==> config.mk <==
export PLATFORM = sky130hd
export DESIGN_NAME = noc_encoder_tx_flat
export DESIGN_NICKNAME = d
export VERILOG_FILES = /design/src/rtl/noc_encoder_tx_if.sv /design/src/rtl/noc_encoder_tx.sv /design/src/flat_wrapper.sv
export SDC_FILE = /design/constraint.sdc
export NUM_CORES = 1
export LEC_CHECK = 0
export CORE_ASPECT_RATIO = 0.5
export CORE_MARGIN = 2
export CORE_UTILIZATION = 35
export CTS_CLUSTER_SIZE = 30
export DETAILED_ROUTE_END_ITERATION = 8
export PLACE_DENSITY = 0.71
export SYNTH_ARGS = -nofsm -noshare
export SYNTH_HDL_FRONTEND = slang
export SYNTH_SLANG_ARGS = --single-unit
==> constraint.sdc <==
create_clock -name clk_line -period 2.1 [get_ports clk_line]
set_input_delay 0.63 -clock clk_line [delete_from_list [all_inputs] [get_ports clk_line]]
set_output_delay 0.63 -clock clk_line [all_outputs]
set_load 0.01 [all_outputs]
==> src/rtl/noc_encoder_tx_if.sv <==
// Request, payload and NoC-output handshake bundle for the tile NoC packet builder.
// No logic and no latency; it only groups the signals.
// Backpressure travels on req_ready, pay_TREADY and stream_out_TREADY.
interface noc_encoder_tx_if #(
  parameter int XY_SZ  = 4,
  parameter int LEN_SZ = 8
);
  logic                 req_valid;
  logic                 req_ready;
  logic [2*XY_SZ-1:0]   req_dest;
  logic [LEN_SZ-1:0]    req_len;
  logic [7:0]           req_opcode;

  logic                 pay_TVALID;
  logic [31:0]          pay_TDATA;
  logic                 pay_TREADY;

  logic                 stream_out_TVALID;
  logic [31:0]          stream_out_TDATA;
  logic [3:0]           stream_out_TKEEP;
  logic                 stream_out_TLAST;
  logic                 stream_out_TREADY;

  // Tile side: issues requests and payload, sinks the NoC stream.
  modport master (
    output req_valid, req_dest, req_len, req_opcode,
    output pay_TVALID, pay_TDATA,
    output stream_out_TREADY,
    input  req_ready, pay_TREADY,
    input  stream_out_TVALID, stream_out_TDATA, stream_out_TKEEP, stream_out_TLAST
  );

  // Encoder side.
  modport slave (
    input  req_valid, req_dest, req_len, req_opcode,
    input  pay_TVALID, pay_TDATA,
    input  stream_out_TREADY,
    output req_ready, pay_TREADY,
    output stream_out_TVALID, stream_out_TDATA, stream_out_TKEEP, stream_out_TLAST
  );
endinterface

==> src/rtl/noc_encoder_tx.sv <==
// Builds one NoC packet (header, payload, optional XOR trailer under NOC_ENC_CHECKSUM_EN).
// Latency: an accepted request or payload word appears on the output one cycle later.
// Backpressure: single output register; readies follow stream_out_TREADY combinationally.
module noc_encoder_tx #(
  parameter int XY_SZ  = 4,
  parameter int LEN_SZ = 8
) (
  input  logic               clk_line,
  input  logic               clk_line_rst_low,
  input  logic [2*XY_SZ-1:0] HsrcId,
  noc_encoder_tx_if.slave    bus,
  output logic               busy
);

  typedef enum logic [1:0] {
    IDLE    = 2'd0,
    PAYLOAD = 2'd1
`ifdef NOC_ENC_CHECKSUM_EN
    , TRAILER = 2'd2
`endif
  } state_t;

  state_t              state, nxt_state;
  logic [LEN_SZ-1:0]   rem, rem_nxt;
  logic                or_vld, or_last;
  logic [31:0]         or_dat;
  logic                load_ok;
  logic                ld, ld_last;
  logic [31:0]         ld_dat;
  logic                req_rdy, pay_rdy;
  logic [31:0]         hdr;
`ifdef NOC_ENC_CHECKSUM_EN
  logic [31:0]         chk, chk_nxt;
`endif

  // The output register can take a new beat when empty or being drained this cycle.
  assign load_ok = !or_vld || bus.stream_out_TREADY;

  // Narrow fields are zero-extended into their byte lanes.
  assign hdr = {bus.req_opcode, 8'(bus.req_len), 8'(HsrcId), 8'(bus.req_dest)};

  // Next-state and output-register load selection.
  always_comb begin
    nxt_state = state;
    req_rdy   = 1'b0;
    pay_rdy   = 1'b0;
    ld        = 1'b0;
    ld_dat    = hdr;
    ld_last   = 1'b0;
    rem_nxt   = rem;
`ifdef NOC_ENC_CHECKSUM_EN
    chk_nxt   = chk;
`endif
    case (state)
      IDLE: begin
        req_rdy = load_ok;
        if (bus.req_valid && load_ok) begin
          ld      = 1'b1;
          ld_dat  = hdr;
          rem_nxt = bus.req_len;
`ifdef NOC_ENC_CHECKSUM_EN
          chk_nxt   = hdr;
          nxt_state = (bus.req_len == '0) ? TRAILER : PAYLOAD;
`else
          ld_last   = (bus.req_len == '0);
          nxt_state = (bus.req_len == '0) ? IDLE : PAYLOAD;
`endif
        end
      end
      PAYLOAD: begin
        pay_rdy = load_ok;
        if (bus.pay_TVALID && load_ok) begin
          ld      = 1'b1;
          ld_dat  = bus.pay_TDATA;
          rem_nxt = rem - LEN_SZ'(1);
`ifdef NOC_ENC_CHECKSUM_EN
          chk_nxt = chk ^ bus.pay_TDATA;
          if (rem == LEN_SZ'(1)) nxt_state = TRAILER;
`else
          if (rem == LEN_SZ'(1)) begin
            ld_last   = 1'b1;
            nxt_state = IDLE;
          end
`endif
        end
      end
`ifdef NOC_ENC_CHECKSUM_EN
      TRAILER: begin
        if (load_ok) begin
          ld        = 1'b1;
          ld_dat    = chk;
          ld_last   = 1'b1;
          nxt_state = IDLE;
        end
      end
`endif
      default: nxt_state = IDLE;
    endcase
  end

  // FSM state register.
  always_ff @(posedge clk_line or negedge clk_line_rst_low) begin
    if (!clk_line_rst_low) state <= IDLE;
    else                   state <= nxt_state;
  end

  // Remaining-word counter and running checksum.
  always_ff @(posedge clk_line or negedge clk_line_rst_low) begin
    if (!clk_line_rst_low) begin
      rem <= '0;
`ifdef NOC_ENC_CHECKSUM_EN
      chk <= '0;
`endif
    end else begin
      rem <= rem_nxt;
`ifdef NOC_ENC_CHECKSUM_EN
      chk <= chk_nxt;
`endif
    end
  end

  // Output register: loads a new beat or empties when drained; holds while stalled.
  always_ff @(posedge clk_line or negedge clk_line_rst_low) begin
    if (!clk_line_rst_low) begin
      or_vld  <= 1'b0;
      or_dat  <= '0;
      or_last <= 1'b0;
    end else if (load_ok) begin
      or_vld  <= ld;
      or_last <= ld && ld_last;
      if (ld) or_dat <= ld_dat;
    end
  end

  // Readies are masked during reset so every output reads 0 while it is held.
  assign bus.req_ready         = req_rdy && clk_line_rst_low;
  assign bus.pay_TREADY        = pay_rdy && clk_line_rst_low;
  assign bus.stream_out_TVALID = or_vld;
  assign bus.stream_out_TDATA  = or_dat;
  assign bus.stream_out_TLAST  = or_last;
  assign bus.stream_out_TKEEP  = 4'hF;
  assign busy                  = (state != IDLE);

endmodule

==> src/flat_wrapper.sv <==
// flat-port wrapper written by rule: the top's interface ports become plain ports
module noc_encoder_tx_flat 
#(
  parameter int XY_SZ  = 4,
  parameter int LEN_SZ = 8
)
  (clk_line, clk_line_rst_low, HsrcId, busy, bus_req_valid, bus_req_dest, bus_req_len, bus_req_opcode, bus_pay_TVALID, bus_pay_TDATA, bus_stream_out_TREADY, bus_req_ready, bus_pay_TREADY, bus_stream_out_TVALID, bus_stream_out_TDATA, bus_stream_out_TKEEP, bus_stream_out_TLAST);
  noc_encoder_tx_if #(.XY_SZ(XY_SZ), .LEN_SZ(LEN_SZ)) bus_i ();
  input  logic clk_line;
  input  logic clk_line_rst_low;
  input  logic [2*XY_SZ-1:0] HsrcId;
  output logic busy;
  input wire logic [$bits(bus_i.req_valid)-1:0] bus_req_valid;
  input wire logic [$bits(bus_i.req_dest)-1:0] bus_req_dest;
  input wire logic [$bits(bus_i.req_len)-1:0] bus_req_len;
  input wire logic [$bits(bus_i.req_opcode)-1:0] bus_req_opcode;
  input wire logic [$bits(bus_i.pay_TVALID)-1:0] bus_pay_TVALID;
  input wire logic [$bits(bus_i.pay_TDATA)-1:0] bus_pay_TDATA;
  input wire logic [$bits(bus_i.stream_out_TREADY)-1:0] bus_stream_out_TREADY;
  output wire logic [$bits(bus_i.req_ready)-1:0] bus_req_ready;
  output wire logic [$bits(bus_i.pay_TREADY)-1:0] bus_pay_TREADY;
  output wire logic [$bits(bus_i.stream_out_TVALID)-1:0] bus_stream_out_TVALID;
  output wire logic [$bits(bus_i.stream_out_TDATA)-1:0] bus_stream_out_TDATA;
  output wire logic [$bits(bus_i.stream_out_TKEEP)-1:0] bus_stream_out_TKEEP;
  output wire logic [$bits(bus_i.stream_out_TLAST)-1:0] bus_stream_out_TLAST;
  assign bus_i.req_valid = bus_req_valid;
  assign bus_i.req_dest = bus_req_dest;
  assign bus_i.req_len = bus_req_len;
  assign bus_i.req_opcode = bus_req_opcode;
  assign bus_i.pay_TVALID = bus_pay_TVALID;
  assign bus_i.pay_TDATA = bus_pay_TDATA;
  assign bus_i.stream_out_TREADY = bus_stream_out_TREADY;
  assign bus_req_ready = bus_i.req_ready;
  assign bus_pay_TREADY = bus_i.pay_TREADY;
  assign bus_stream_out_TVALID = bus_i.stream_out_TVALID;
  assign bus_stream_out_TDATA = bus_i.stream_out_TDATA;
  assign bus_stream_out_TKEEP = bus_i.stream_out_TKEEP;
  assign bus_stream_out_TLAST = bus_i.stream_out_TLAST;
  noc_encoder_tx #(.XY_SZ(XY_SZ), .LEN_SZ(LEN_SZ)) u_core (.clk_line(clk_line), .clk_line_rst_low(clk_line_rst_low), .HsrcId(HsrcId), .bus(bus_i), .busy(busy));
endmodule
==> results.cfg <==
[cts]
cts_root_buf = clkbuf_16
clock_path_buffers = 2
cts-htree-levels = 2
cts_tree = yes
clk_pin_slew_ns = 0.06
insertion_delay_ns = 0.28
clock_sinks = 43
numCtsBuffers = 5

[routing]
drt_first_pass_iters = 4
drc_errors = 0
wl_per_cell_um = 14.2
wl_met1_um = 2550
dr_wl_met3_um = 199
vias_per_cell = 4.81
wirelength_um = 5950
ant_nets = 0
vias = 2019
maxUsedRoutingLayer = met4
drtIter0Drc = 71
met2_length_um = 3140

[die]
die_area_um2 = 6870
rows = 20
coreArea_um2 = 6030
ios = 110
initial_utilization_pct = 35.9
die_h_um = 59.6
die_x_um = 115

[global_routing]
grt_pass1_wl_um = 9810
antenna_found_initial = 0
grt_max_degree = 44
grt_usage_pct = 18.5
overflow = 0
first_global_vias = 2038

[layout]
final_layout_size_suffix_gt1_share_pct = 8.13
num_antenna_cells = 0
post-route-util_pct = 58.6
final_common_cell = clkdlybuf4s50_1
fin_nets = 402
stdcell_area_um2 = 3530
instances_no_fill = 420
final_cell_mix = 101 x clkdlybuf4s50_1, 43 x dfrtp_1, 41 x nand2_1
fill_cells = 540
area_growth_pct = 63.3

[synthesis]
ys_top_cells_by_area = dfrtp_1 50%, mux2i_1 15%, o21ai_0 8.3%, nand2_1 7.1%, buf_4 2.1%
synth_top_area_share_pct = 49.7
yosysSeqAreaShare_pct = 49.7
synth-seq-cells = 43
mappedNetlistArea_um2 = 2160
yosysUniqueCellTypes = 37
async_reset_ff_share_pct = 100
synth_warnings = 0
yosysTopAreaCell = dfrtp_1
syn_avg_cell_area_um2 = 9.75
synth_edf_count = 0
synthesis.instances = 222
ys.flop_type = dfrtp_1

[power]
power.leakage_nw = 1.50
p_total_mw = 2.78
irDropWorstVdd_uv = 337
power_density_nw_per_um2 = 787

[setup_path]
reg2reg_from = u_core.rem[0]
worst_ep_arrival_time_ns = 2.16
reg2reg_depth = 6
end_kind = flop
required_ns = 2.30
r2r_setup_slack_ns = 0.14
timing.rr.end = u_core.rem[6]
startpoint_type = flop
crit_type = flop to flop
critPathMaxFanout = 5

[place]
io_buffers = 105
place_congestion = 0.849
hpwl_um = 4550
placed_cell_area_um2 = 3370
placed_cells_incl_taps = 411

[timing]
rsz0062_at_grt = no
slew_headroom_pct = 63.7
worst_slew_pin_slew_ns = 0.545
skew_ns = 0.00700
setup_viol = 0
finalHoldViolCount = 0
drv_slew = 0
period_needed_ns = 1.96
fin_crit_sh_pct = 93.3
fmax_mhz = 510

[run_status]
status = finished clean

[min_path]
hp-class = primary input to async pin

[run]
max-cap-violations = 0
## Yosys cell counts, types with 2 or more instances
master     number
nor4_1          2
mux2i_1        32
inv_1           4
nand2b_1        2
o211ai_1        2
nand3_1         6
a2bb2oi_1       3
a22oi_1         2
or3_1           2
clkbuf_1        9
nand2_1        41
buf_4           6
o21ai_0        36
nor2_1          4
a21oi_1         5
buf_2           2
dfrtp_1        43
ha_1            2
## worst max path at each step
stage	endpoint	slack (ns)	startpoint
final	u_core.rem[6]	0.14	u_core.rem[0]
after global placement	bus_pay_TREADY	-0.44	bus_stream_out_TREADY
after CTS	u_core.rem[6]	0.14	u_core.rem[0]
after global routing	u_core.rem[6]	0.003	u_core.rem[0]
after detailed placement	bus_pay_TREADY	-0.47	bus_stream_out_TREADY
after floorplan	u_core.rem[6]	0.32	u_core.rem[0]
## cell type report
class / instances / area [µm²] / area share [%]
clock buffer: 8 / 156 / 4.42
inverter: 4 / 15.0 / 0.425
multi-input combinational: 160 / 1000 / 28.4
sequential: 43 / 1080 / 30.4
tap: 88 / 110 / 3.12
timing repair buffer: 117 / 1170 / 33.2
## logic make-up (layout without fill, tap and decap cells)
family	Yosys count	count (layout)	synth area share, %
compound gates	55	55	14.5
fa+ha+maj	2	2	1.16
buf+inv	22	129	5.03
flops	43	43	49.7
mux	32	32	14.8
other cells	1	4	0.173
simple gates	67	67	14.6
## timing repair
item                       4_1_cts  5_1_grt
resized for setup               10        1
hold buffers                     0        0
setup endpoints to repair        2        1
setup buffers                    0        1
## flip-flops by register name (all words and copies together) (netlist names)
register / cells
u_core.state: 1
u_core.bus.stream_out_TVALID: 1
u_core.bus.stream_out_TDATA: 32
u_core.rem: 8
u_core.bus.stream_out_TLAST: 1
## layer usage
| layer | global-route usage (%) | vias to the layer above |
|---|---|---|
| li1 | - | 992 |
| met1 | 22.6 | 973 |
| met2 | 34.0 | 48 |
| met3 | 3.99 | 6 |
| met4 | 4.65 | 0 |
| met5 | 0 | - |
## critical path: stages (launching register included)
cell and delay (ns):
dfrtp_1 0.43, inv_1 0.10, ha_2 0.20, or3b_2 0.48, or3_1 0.35, a21oi_1 0.16
a2bb2oi_1 0.16
## report_power, final
| part | internal (mW) | switching (mW) | leakage (nW) |
|---|---|---|---|
| logic | 0.500 | 0.362 | 0.912 |
| clock network | 0.506 | 0.303 | 0.0772 |
| registers | 0.993 | 0.118 | 0.515 |
| total | 2.00 | 0.783 | 1.50 |
## through the flow
step	setup TNS [ns]	worst slack, ns	hold WS, ns
after detailed placement	-2.73	-0.471	0.470
final	0	0.141	0.454
after global routing	0	0.00290	0.514
after floorplan	0	0.324	0.334
after CTS	0	0.136	0.483
after global placement	-2.29	-0.443	0.464
No activity file was read; power rests on OpenSTA's default activity.
